### config.mk
export PLATFORM = sky130hd
export DESIGN_NAME = mac_serial_seq
export DESIGN_NICKNAME = d
export VERILOG_FILES = /design/src/rtl/mac_serial_seq.sv
export SDC_FILE = /design/constraint.sdc
export NUM_CORES = 1
export LEC_CHECK = 0
export BUFFER_PORTS_ARGS = -buffer_cell sky130_fd_sc_hd__buf_4
export CORE_MARGIN = 1
export CORE_UTILIZATION = 35
export CTS_CLUSTER_DIAMETER = 100
export CTS_CLUSTER_SIZE = 25
export DETAILED_ROUTE_END_ITERATION = 10
export HOLD_SLACK_MARGIN = 0.02
export PLACE_DENSITY_LB_ADDON = 0.15
export SLEW_MARGIN = 30
export SYNTH_ARGS = -nofsm -noshare
export SYNTH_HDL_FRONTEND = slang
export SYNTH_SLANG_ARGS = --single-unit
### constraint.sdc
create_clock -name clk -period 3 [get_ports clk]
set_input_delay 0.3 -clock clk [delete_from_list [all_inputs] [get_ports clk]]
set_output_delay 0.3 -clock clk [all_outputs]
set_load 0.02 [all_outputs]
### src/rtl/mac_serial_seq.sv
// Sequencer for the bit-serial MAC datapath.
// Accepts (w, a) operand pairs over a valid/ready handshake.
// Streams each weight LSB-first in N_WIDTH-bit chunks at the configured
// precision, and drives the MAC control strobes. z_valid pulses once the
// programmed number of operations has been flushed into the accumulator.
module mac_serial_seq #(
  parameter int W_WIDTH        = 8,
  parameter int A_WIDTH        = 8,
  parameter int N_WIDTH        = 2,
  parameter int CONFIG_W_WIDTH = 2,
  parameter int LEN_WIDTH      = 8
) (
  input  logic                      clk,
  input  logic                      rst_n,
  input  logic                      start,
  input  logic [CONFIG_W_WIDTH-1:0] config_w,
  input  logic [LEN_WIDTH-1:0]      acc_len,
  input  logic                      in_valid,
  output logic                      in_ready,
  input  logic [W_WIDTH-1:0]        w_in,
  input  logic [A_WIDTH-1:0]        a_in,
  output logic                      mac_rst,
  output logic                      mac_en,
  output logic                      accu_en,
  output logic                      fsm_accu,
  output logic                      fsm_last,
  output logic [N_WIDTH-1:0]        w_serial,
  output logic [A_WIDTH-1:0]        a,
  output logic                      busy,
  output logic                      z_valid
);

  localparam int CHUNK_MAX = W_WIDTH / N_WIDTH;
  localparam int IDX_W     = $clog2(CHUNK_MAX + 1);
  localparam int SH_W      = $clog2(W_WIDTH + 1);

  localparam logic [2:0] ST_IDLE   = 3'd0;
  localparam logic [2:0] ST_CLR    = 3'd1;
  localparam logic [2:0] ST_WAIT   = 3'd2;
  localparam logic [2:0] ST_SHIFT  = 3'd3;
  localparam logic [2:0] ST_DRAIN1 = 3'd4;
  localparam logic [2:0] ST_DRAIN2 = 3'd5;
  localparam logic [2:0] ST_DONE   = 3'd6;

  logic [2:0]                state_q, state_d;
  logic [CONFIG_W_WIDTH-1:0] cfg_q, cfg_d;
  logic [LEN_WIDTH-1:0]      len_q, len_d;
  logic [LEN_WIDTH-1:0]      ops_q, ops_d;
  logic [IDX_W-1:0]          idx_q, idx_d;
  logic [W_WIDTH-1:0]        sr_q, sr_d;
  logic [A_WIDTH-1:0]        a_q, a_d;

  logic [IDX_W-1:0]   chunks;
  logic [SH_W-1:0]    shamt;
  logic [LEN_WIDTH:0] ops_inc;
  logic               last_chunk;
  logic               more_ops;
  logic               handshake;

  // Chunk count and weight alignment shift for the latched precision
  // (cfg_q is normalised at latch time, so only 0, 1 and 3 reach here).
  always_comb begin
    // NOTE: every combinational output gets a default first so no latch is inferred.
    chunks = IDX_W'(CHUNK_MAX / 4);
    shamt  = SH_W'(W_WIDTH - W_WIDTH / 4);
    if (cfg_q == CONFIG_W_WIDTH'(0)) begin
      chunks = IDX_W'(CHUNK_MAX);
      shamt  = '0;
    end else if (cfg_q == CONFIG_W_WIDTH'(1)) begin
      chunks = IDX_W'(CHUNK_MAX / 2);
      shamt  = SH_W'(W_WIDTH / 2);
    end
  end

  assign ops_inc    = {1'b0, ops_q} + {{LEN_WIDTH{1'b0}}, 1'b1};
  assign last_chunk = (idx_q == chunks - 1'b1);
  assign more_ops   = (ops_inc < {1'b0, len_q});
  assign handshake  = in_valid & in_ready;

  // Moore-style control outputs decoded from the current state and chunk index.
  always_comb begin
    mac_rst  = 1'b0;
    mac_en   = 1'b0;
    accu_en  = 1'b0;
    fsm_accu = 1'b0;
    fsm_last = 1'b0;
    in_ready = 1'b0;
    z_valid  = 1'b0;
    w_serial = '0;
    busy     = (state_q != ST_IDLE);
    case (state_q)
      ST_IDLE: mac_rst = 1'b1;
      ST_CLR: begin
        mac_rst = 1'b1;
        mac_en  = 1'b1;
        accu_en = 1'b1;
      end
      ST_WAIT: in_ready = 1'b1;
      ST_SHIFT: begin
        mac_en   = 1'b1;
        w_serial = sr_q[N_WIDTH-1:0];
        fsm_accu = (idx_q == '0);
        fsm_last = last_chunk;
        accu_en  = (idx_q == IDX_W'(1)) | (chunks == IDX_W'(1));
        in_ready = last_chunk & more_ops;
      end
      ST_DRAIN1: begin
        mac_en  = 1'b1;
        accu_en = 1'b1;
      end
      ST_DRAIN2: mac_en = 1'b1;
      ST_DONE:   z_valid = 1'b1;
      default:   mac_rst = 1'b1;
    endcase
  end

  assign a = a_q;

  // Next-state logic: batch setup, operand capture, chunk shifting and batch completion.
  always_comb begin
    state_d = state_q;
    cfg_d   = cfg_q;
    len_d   = len_q;
    ops_d   = ops_q;
    idx_d   = idx_q;
    sr_d    = sr_q;
    a_d     = a_q;
    case (state_q)
      ST_IDLE: begin
        if (start) begin
          cfg_d   = (config_w == CONFIG_W_WIDTH'(2)) ? CONFIG_W_WIDTH'(3) : config_w;
          len_d   = (acc_len == '0) ? LEN_WIDTH'(1) : acc_len;
          ops_d   = '0;
          idx_d   = '0;
          state_d = ST_CLR;
        end
      end
      ST_CLR: state_d = ST_WAIT;
      ST_WAIT: begin
        if (handshake) begin
          sr_d    = w_in >> shamt;
          a_d     = a_in;
          idx_d   = '0;
          state_d = ST_SHIFT;
        end
      end
      ST_SHIFT: begin
        if (last_chunk) begin
          ops_d = ops_inc[LEN_WIDTH-1:0];
          if (handshake) begin
            // Back-to-back operation: reload without a bubble cycle.
            sr_d  = w_in >> shamt;
            a_d   = a_in;
            idx_d = '0;
          end else if (more_ops) begin
            state_d = ST_WAIT;
          end else begin
            state_d = ST_DRAIN1;
          end
        end else begin
          sr_d  = sr_q >> N_WIDTH;
          idx_d = idx_q + 1'b1;
        end
      end
      ST_DRAIN1: state_d = ST_DRAIN2;
      ST_DRAIN2: state_d = ST_DONE;
      ST_DONE:   state_d = ST_IDLE;
      default:   state_d = ST_IDLE;
    endcase
  end

  // State registers with synchronous active-low reset.
  always_ff @(posedge clk) begin
    // NOTE: sequential state uses non-blocking assignments so all flops update together.
    if (!rst_n) begin
      state_q <= ST_IDLE;
      cfg_q   <= '0;
      len_q   <= '0;
      ops_q   <= '0;
      idx_q   <= '0;
      sr_q    <= '0;
      a_q     <= '0;
    end else begin
      state_q <= state_d;
      cfg_q   <= cfg_d;
      len_q   <= len_d;
      ops_q   <= ops_d;
      idx_q   <= idx_d;
      sr_q    <= sr_d;
      a_q     <= a_d;
    end
  end

endmodule

==> flow_metrics.tcl <==
set metrics [dict create \
    synthFlopType "dfxtp_1" \
    nFillCells 690 \
    hp-class "primary input to register" \
    path_clk_slew_ns 0.08 \
    finalWirelength_mm 5.95 \
    grtUsageTotal_pct 17.1 \
    start_util_pct 36.1 \
    max_freq_ghz 0.343 \
    layout-drive-gt1-share_pct 25.8 \
    fin_nets 386 \
    syn_area_um2 2450 \
    peakVddDrop_mv 0.241 \
    grt_pass1_vias 2053 \
    grt_antenna_before_repair 0 \
    status "finished clean" \
    skew_ns 0.00937 \
    crit_family "simple AND/OR/NAND/NOR gates" \
    final_antenna_net_count 0 \
    hold_viol 0 \
    max_slew_margin_pct 60.8 \
    synth_edf_count 0 \
    fin_tns_setup_ns 0 \
    rsz0062_at_grt "false" \
    ys_warn_count 0 \
    crit_path_end_kind "output pin" \
    path_class "register to output pin" \
    wl_per_cell_um 13.5 \
    vias 2222 \
    post_synth_num_cell_types 52 \
    path_buf_inv 2 \
    cellPowerDensity_nw_per_um2 515 \
    tightest_slew_ns 0.586 \
    die_area_um2 7340 \
    required_ns 2.70 \
    rows 30 \
    timing.rr.end "sr_q[6]" \
    slew_viol_final 0 \
    min-delay-start "a_in[3]" \
    synthCells 299 \
    synthToLayoutAreaGrowth_pct 24.3 \
    insertion_delay_ns 0.29 \
    cts.htree.levels 2 \
    design_area_um2 3050 \
    portBuffers 47 \
    grt_pass1_wl_mm 9.92 \
    setup_viol 0 \
    p_leak_nw 1.25 \
    cpPeakStageDelay_ns 0.38 \
    dr.pass1.iters 4 \
    crit_slowest_cell "dfxtp_4" \
    synth_nets 340 \
    hpwl_mm 4.12 \
    ys_seq_elements 40 \
    place_area_um2 2840 \
    async_flop_share_pct 0 \
    ios 48 \
    fp.dieW_um 85.7 \
    fin_crit_ns 2.91 \
    r2r_cells 11 \
    critPathLaunchType "register" \
    cts_tree "yes" \
    grt_overflow 0 \
    die_y_um 85.7 \
    drc 0 \
    via_per_inst 5.04 \
    cp_common_cell "and3_4" \
    clock-sinks 40 \
    period_share_pct 97.1 \
    syn_avg_cell_area_um2 8.20 \
    diodes 0 \
    holdWs_ns 0.254 \
    grt_max_degree 49 \
    cts_buffer_depth 2 \
    gp_congestion 0.806 \
    crit_fanout 5 \
    rrSetupSlack_ns 0.27 \
    cp_data_arrival_time_ns 2.61 \
    drt_iter0_drc 100 \
    worstPathCellList "and3_4 -> and3_4 -> nand3_2 -> xnor2_2 -> ha_1 -> and4_4 -> a21oi_2 -> o21a_4 -> and2_4 -> a21oi_4 -> inv_2 -> buf_4" \
    cap_viol_max_count 0 \
    regToRegStartpoint "ops_q[0]" \
    clockRootBuffer "clkbuf_8" \
    coreArea_um2 6790 \
    yosysSeqAreaShare_pct 32.7 \
    cts_buffers 5 \
    worst_hold_path.num_cells 3 \
    min_to "a[3]" \
    fin_util_pct 44.9 \
]
==> cell type report <==
cell class,count,area (um2),share of cell area [%]
Multi-Input combinational cell,222,1540,50.5
Clock inverter,1,5.00,0.164
Tap cell,96,120,3.94
Timing Repair Buffer,57,428,14.0
Inverter,19,76.3,2.50
Clock buffer,6,72.6,2.38
Sequential cell,40,807,26.5
==> cells by family after synthesis <==
group | after synthesis | share of synthesized area [%]
mux | 14 | 5.72
buf+inv | 37 | 7.10
simple gates | 113 | 24.1
xor+xnor | 7 | 2.50
compound gates | 77 | 22.3
flops | 40 | 32.7
fa+ha+maj | 11 | 5.62
==> metrics by stage <==
stage | setup slack [ns] | total power [W] | instances
final | 0.0863 | 0.00157 | 441
after global placement | 0.157 | 0.00122 | 426
after global routing | 0.0107 | 0.00168 | 441
after detailed placement | 0.0925 | 0.00122 | 426
after floorplan | 0.288 | 0.00105 | 299
after CTS | 0.00322 | 0.00157 | 438
==> where the power goes <==
group          internal (W)  switching, W
registers          0.000587     0.0000658
logic              0.000251      0.000325
clock network      0.000158      0.000183
==> cells in the final DEF (no fill, tap or decap), drive strengths merged, types with 2 or more instances in the layout <==
master / n
buf: 57
nand2: 54
dfxtp: 40
inv: 19
a21boi: 17
o21ai: 16
a21oi: 15
mux2i: 14
nor2: 14
ha: 11
a31oi: 8
and2: 7
and3: 7
nor3b: 6
clkbuf: 6
xor2: 5
o221ai: 5
nand3: 5
nand3b: 4
nor3: 3
or3: 3
nand2b: 3
a211oi: 3
xnor2: 2
nor4b: 2
a311o: 2
a32o: 2
nor2b: 2
o21bai: 2
o32ai: 2
a221oi: 2
o21a: 2
==> Yosys cell counts (4+ instances only) <==
library cell	n	area, um2
a21boi_0	17	128
a21oi_1	13	65.1
a31oi_1	6	37.5
and2_1	4	25.0
and3_1	6	37.5
clkbuf_1	11	41.3
dfxtp_1	40	801
ha_1	11	138
inv_1	17	63.8
mux2i_1	14	140
nand2_1	54	203
nand3_1	4	20.0
nand3b_1	4	30.0
nor2_1	13	48.8
nor3b_1	5	37.5
o21ai_0	15	75.1
o221ai_1	5	43.8
xor2_1	5	43.8
==> timing repair <==
| action | in CTS | in global routing |
|---|---|---|
| hold buffers | 0 | 0 |
| pin swaps | 1 | 2 |
| buffers inserted | 5 | 3 |
| setup endpoints to repair | 1 | 2 |
| gates resized for setup | 10 | 7 |
==> registers in the layout, indices dropped and copies added, names as in the netlist <==
signal   count
len_q        8
a            8
state_q      3
sr_q         8
ops_q        8
cfg_q        2
idx_q        3
==> worst register-to-register path, cell delays in order (launching register included) <==
cell and delay (ns):
dfxtp_4 0.38, and3_4 0.20, and3_4 0.22, nand3_2 0.10, xnor2_2 0.16, ha_1 0.29
and4_4 0.25, a21oi_2 0.06, o21a_4 0.13, a31oi_2 0.47, a21boi_0 0.22, o32ai_1 0.16
==> how the worst max path moves through the flow <==
stage          startpoint       end  slack [ns]  depth (start not counted)
3_3_place_gp     ops_q[2]   sr_q[2]        0.16                         10
2_1_floorplan    ops_q[2]      a[0]        0.29                         14
3_5_place_dp     ops_q[2]   sr_q[3]        0.09                         11
4_1_cts          ops_q[0]  in_ready       0.003                         12
6_report         ops_q[0]  in_ready        0.09                         12
5_1_grt          ops_q[0]  in_ready        0.01                         12
==> routing by layer <==
metal | track usage [%] | share of wire, % | vias up
met3 | 3.66 | 4.2 | 6
li1 | - | - | 1137
met5 | 0 | 0 | -
met4 | 5.45 | 1.0 | 0
met2 | 26.3 | 47 | 52
met1 | 24.0 | 48 | 1027
No activity file was read; power rests on OpenSTA's default activity.
